$ cat config.mk
export PLATFORM = sky130hd
export DESIGN_NAME = etc_tile_acc
export DESIGN_NICKNAME = d
export VERILOG_FILES = /design/src/rtl/etc_tile_acc.sv
export SDC_FILE = /design/constraint.sdc
export NUM_CORES = 2
export LEC_CHECK = 0
export ABC_AREA = 1
export BUFFER_PORTS_ARGS = -buffer_cell sky130_fd_sc_hd__buf_4
export CAP_MARGIN = 30
export CORE_MARGIN = 5
export CORE_UTILIZATION = 56
export CTS_CLUSTER_SIZE = 24
export DETAILED_ROUTE_END_ITERATION = 8
export GPL_TIMING_DRIVEN = 0
export PLACE_DENSITY_LB_ADDON = 0.12
export SETUP_SLACK_MARGIN = 0.2
export SYNTH_ARGS = -nofsm -noshare
export SYNTH_HDL_FRONTEND = slang
export SYNTH_SLANG_ARGS = --single-unit
$ cat constraint.sdc
create_clock -name clk -period 4 [get_ports clk]
set_input_delay 0.4 -clock clk [delete_from_list [all_inputs] [get_ports clk]]
set_output_delay 0.4 -clock clk [all_outputs]
set_load 0.05 [all_outputs]
$ cat src/rtl/etc_tile_acc.sv
// etc_tile_acc: element-wise K-dimension reduction of 4x4 result tiles
// (add / add / unsigned min / unsigned max), drained as four row beats
// over a valid/ready stream. One tile in flight: IDLE -> ACC -> DRAIN.
module etc_tile_acc #(
  parameter int W  = 16,
  parameter int KW = 8
) (
  input  logic                      clk,
  input  logic                      rst_n,
  input  logic                      start,
  input  logic [1:0]                op,
  input  logic [KW-1:0]             num_k,
  input  logic                      in_valid,
  input  logic [3:0][3:0][W-1:0]    in_tile,
  output logic                      in_ready,
  output logic                      out_valid,
  input  logic                      out_ready,
  output logic [3:0][W-1:0]         out_row,
  output logic [1:0]                out_row_idx,
  output logic                      out_last,
  output logic                      busy
);

  typedef enum logic [1:0] {
    ST_IDLE  = 2'd0,
    ST_ACC   = 2'd1,
    ST_DRAIN = 2'd2
  } state_t;

  localparam logic [1:0] OP_MIN = 2'd2;
  localparam logic [1:0] OP_MAX = 2'd3;

  state_t                   state_q, state_d;
  logic [1:0]               op_q, op_d;
  logic [KW-1:0]            num_k_q, num_k_d;
  logic [KW-1:0]            cnt_q, cnt_d;
  logic [1:0]               row_q, row_d;
  logic [3:0][3:0][W-1:0]   acc_q, acc_d;

  // Per-element reduction result of the current accumulator and incoming tile
  logic [W-1:0]             red [16];

  // Identity element for the op presented with start (all ones for min)
  logic [W-1:0]             ident;
  assign ident = (op == OP_MIN) ? {W{1'b1}} : {W{1'b0}};

  generate
    for (genvar gi = 0; gi < 16; gi++) begin : g_red
      localparam int R = gi / 4;
      localparam int C = gi % 4;
      // Reduce one element with the latched op; add wraps modulo 2^W
      always_comb begin
        case (op_q)
          OP_MIN:  red[gi] = (acc_q[R][C] < in_tile[R][C]) ? acc_q[R][C] : in_tile[R][C];
          OP_MAX:  red[gi] = (acc_q[R][C] > in_tile[R][C]) ? acc_q[R][C] : in_tile[R][C];
          default: red[gi] = acc_q[R][C] + in_tile[R][C];
        endcase
      end
    end
  endgenerate

  // Next-state logic: start latching, tile accept/count, row drain
  always_comb begin
    state_d = state_q;
    op_d    = op_q;
    num_k_d = num_k_q;
    cnt_d   = cnt_q;
    row_d   = row_q;
    acc_d   = acc_q;
    case (state_q)
      ST_IDLE: begin
        if (start && (num_k != '0)) begin
          state_d = ST_ACC;
          op_d    = op;
          num_k_d = num_k;
          cnt_d   = '0;
          row_d   = 2'd0;
          for (int r = 0; r < 4; r++) begin
            for (int c = 0; c < 4; c++) begin
              acc_d[r][c] = ident;
            end
          end
        end
      end
      ST_ACC: begin
        if (in_valid) begin
          for (int r = 0; r < 4; r++) begin
            for (int c = 0; c < 4; c++) begin
              acc_d[r][c] = red[r*4 + c];
            end
          end
          cnt_d = cnt_q + KW'(1);
          // Compare before incrementing so num_k at its maximum never wraps
          if (cnt_q == (num_k_q - KW'(1))) begin
            state_d = ST_DRAIN;
            row_d   = 2'd0;
          end
        end
      end
      ST_DRAIN: begin
        if (out_ready) begin
          row_d = row_q + 2'd1;
          if (row_q == 2'd3) begin
            state_d = ST_IDLE;
          end
        end
      end
      default: begin
        state_d = ST_IDLE;
      end
    endcase
  end

  // State registers; reset discards any partial accumulation
  always_ff @(posedge clk) begin
    if (!rst_n) begin
      state_q <= ST_IDLE;
      op_q    <= 2'd0;
      num_k_q <= '0;
      cnt_q   <= '0;
      row_q   <= 2'd0;
      acc_q   <= '0;
    end else begin
      state_q <= state_d;
      op_q    <= op_d;
      num_k_q <= num_k_d;
      cnt_q   <= cnt_d;
      row_q   <= row_d;
      acc_q   <= acc_d;
    end
  end

  // Outputs depend on registered state only
  assign in_ready    = (state_q == ST_ACC);
  assign out_valid   = (state_q == ST_DRAIN);
  assign busy        = (state_q != ST_IDLE);
  assign out_row     = out_valid ? acc_q[row_q] : '0;
  assign out_row_idx = row_q;
  assign out_last    = out_valid && (row_q == 2'd3);

endmodule

==> summary.txt <==
Outcome - finished, final reports clean
CP dominant cell by count - a21oi_1
F_max - 251 MHz
R2R Setup Slk - 1.01 ns
Netlist cell types - 45
Startpoint class of the critical path - flop
Cell Int Power - 12.3 mW
Postcts setup bufs - 0
CP bufs+invs - 4
Final min period - 3.98 ns
Critical path's slowest cell - a21oi_1
Setup CP Type - flop to output port
CTS H-tree depth - 2
Slew HR - 26.9%
TNS Setup - 0 ns
Sw frac - 57.0%
Sink Count - 278
Register bit total from synthesis - 278
Hold Startpoint - num_k[4]
Clk slew on worst S/H paths - 0.06 ns
Crit Path Max Fanout - 10
R2r endpoint - acc_q[38]
DIE AREA - 73200 um2
Sequential area share after synthesis - 14.6%
Initial Utilization - 56.5%
Top FF cell, synth - dfxtp_1
DP HPWL - 137000 um
Required time of the critical path - 3.60 ns
Endpoints failing hold - 0
Hold-critical path endpoint - num_k_q[4]
Synth Net Count - 7528
Peak VDD IR - 0.412 mV
Kind of cell adding the most delay to the critical path - buffers and inverters
DR DRC count - 0
DRT iter0 DRCs - 5656
GRT Total Usage - 43.5%
Max-slew violations - 0
WHS Path Cells - 3
Clk_skew - 0.0271 ns
Fill cell total of the finished layout - 6747
Pleak - 25.7 nW
Routed WL - 170000 um
WP data arrival - 3.58 ns
CTS Buffer Depth - 3
Min-delay worst type - input pin to flop
Hold slack - 0.110 ns
Crit path cell chain - inv_1, clkbuf_2, clkbuf_1, a21oi_1, o21ai_0, a21oi_1, buf_4
Mean area per synthesized cell - 5.64 um2
Row cnt - 95
Synth warnings - 0
Initial antenna violation count - 4
Register-to-Register Path Depth - 12
Root Driver - clkbuf_16
Core ar. - 67300 um2
Critical path capture point type - output port
Die Span X - 271 um
Final #Nets - 7946
First-pass GRT wire length - 246000 um
GRT Residual Overflow - 0
CTS buffer count - 38
Switch Pwr - 16.3 mW
1st-pass router iterations - 9
Final WS setup - 0.0236 ns
PortBufs - 339
Tcrit/Tclk final - 99.4%
Ports - 341
Slew @ Worst Pin - 1.10 ns
Via total after detailed routing - 45900
GPL Wtd Cong - 1.05
Largest net degree at the start of global routing - 12
EDFF count, synth - 0
Post-DR wirelength/cell - 21.1 um
Pwr Density - 656 nW/um2
Routed Antenna Nets - 0
Synth Instances - 6738
Max Cap Viol - 0
Skew-Pair Late Insertion Delay - 0.58 ns
Die Y - 271 um
DR vias/cell - 5.69
Reg2reg start - state_q[1]
Final setup viols - 0
Vias in the first global route - 41500
Area delta synth->final - 14.7%
Cell area after synthesis - 38000 um2
Comb pwr share - 69.9%
Ys async rst share - 0%
Share of layout cells above drive strength 1 - 7.89%
Seq pwr share - 17.1%
RSZ-0062 raised after global routing - no
CTS tree - built
Critical path's largest stage delay - 0.64 ns
Clock share of power - 13.0%
Worst slack, placed - 0.857 ns
-- final cells by class --
type	count	area (um2)	share of cell area [%]
Buffer	201	1020	2.35
Inverter	1263	4740	10.9
Multi-Input combinational cell	4996	26700	61.2
Timing Repair Buffer	378	3160	7.25
Tap cell	873	1090	2.50
Antenna cell	6	15.0	0.0344
Clock buffer	48	1070	2.45
Clock inverter	19	238	0.545
Sequential cell	278	5570	12.8
-- cell usage in the layout, fill, tap and decap left out, drive strengths merged, types with 23 or more instances in the layout --
cell | synthesis | routed
a21oi | 713 | 713
a31oi | 23 | 23
buf | 69 | 447
clkbuf | 132 | 180
dfxtp | 278 | 278
ha | 503 | 503
inv | 1263 | 1264
nand2 | 1719 | 1719
nand3 | 334 | 334
nand4 | 81 | 81
nor2 | 926 | 926
nor3 | 66 | 66
o21ai | 405 | 405
o21bai | 80 | 80
o22ai | 26 | 26
xor2 | 30 | 30
-- registers in the layout, summed over array words and instances (netlist names) --
signal / cells
acc_q: 256
cnt_q: 8
num_k_q: 8
op_q: 2
out_row_idx: 2
state_q: 2
-- cells in the mapped netlist, types with 30 or more instances --
master	n	area (um2)
nor2_1	924	3470
dfxtp_1	278	5570
ha_1	503	6290
o21bai_1	80	601
nor3_1	63	315
inv_1	1256	4710
nand3_1	316	1580
nand2_1	1717	6440
clkbuf_1	132	495
o21ai_0	404	2020
nand4_1	65	407
a21oi_1	713	3570
xor2_1	30	263
-- power groups by stage --
| stage | logic (mW) | clock network, mW | registers (mW) |
|---|---|---|---|
| final | 20.0 | 3.73 | 4.88 |
| after global routing | 21.8 | 3.80 | 4.92 |
| after CTS | 19.3 | 3.70 | 4.81 |
| after detailed placement | 19.1 | 0 | 4.87 |
| after global placement | 18.5 | 0 | 4.83 |
| after floorplan | 13.2 | 0 | 4.35 |
-- cell families after synthesis --
| family | synth area share, % |
|---|---|
| AND/OR/NAND/NOR | 34.3 |
| buffers and inverters | 15.1 |
| AO/OA/AOI/OAI | 17.7 |
| adder cells (fa/ha/maj) | 17.4 |
| flip-flops | 14.6 |
| XOR/XNOR | 0.898 |
-- per-stage QoR --
stage                     power, mW  instances  util [%]  area [um2]
after floorplan                17.6       6738         -       38000
after global placement         23.4       7950      61.9       41700
after detailed placement       24.0       7988      62.8       42300
after CTS                      27.8       8055      64.8       43600
after global routing           30.5       8056      64.8       43600
final                          28.6       8062      64.8       43600
-- worst max-delay path by stage --
| stage | startpoint | endpoint | slack [ns] | cells after the start |
|---|---|---|---|---|
| detailed placement | out_row_idx[0] | out_row[44] | 0.86 | 7 |
| finish | out_row_idx[0] | out_row[46] | 0.02 | 7 |
| global placement | state_q[1] | acc_q[93] | 0.46 | 9 |
| floorplan | state_q[0] | out_row[10] | 1.35 | 6 |
| global route | out_row_idx[0] | out_row[47] | 0.20 | 7 |
| CTS | out_row_idx[0] | out_row[44] | 0.23 | 7 |
-- tightest hold or removal path: cells and delay by family --
family          cells  cell delay (ns)
buf+inv             1             0.08
compound gates      2             0.17
-- per-layer routing --
metal  GRT usage (%)  wire, um
met5               0        23
met4            29.5     14900
met3            10.4     21400
met2            66.9     70300
met1            53.9     63200
-- repair_timing --
action | in CTS | in global routing
hold buffers | 0 | 0
endpoints found under the setup margin | 0 | 12
gates resized for setup | 0 | 9
(Power assumes the default switching activity.)
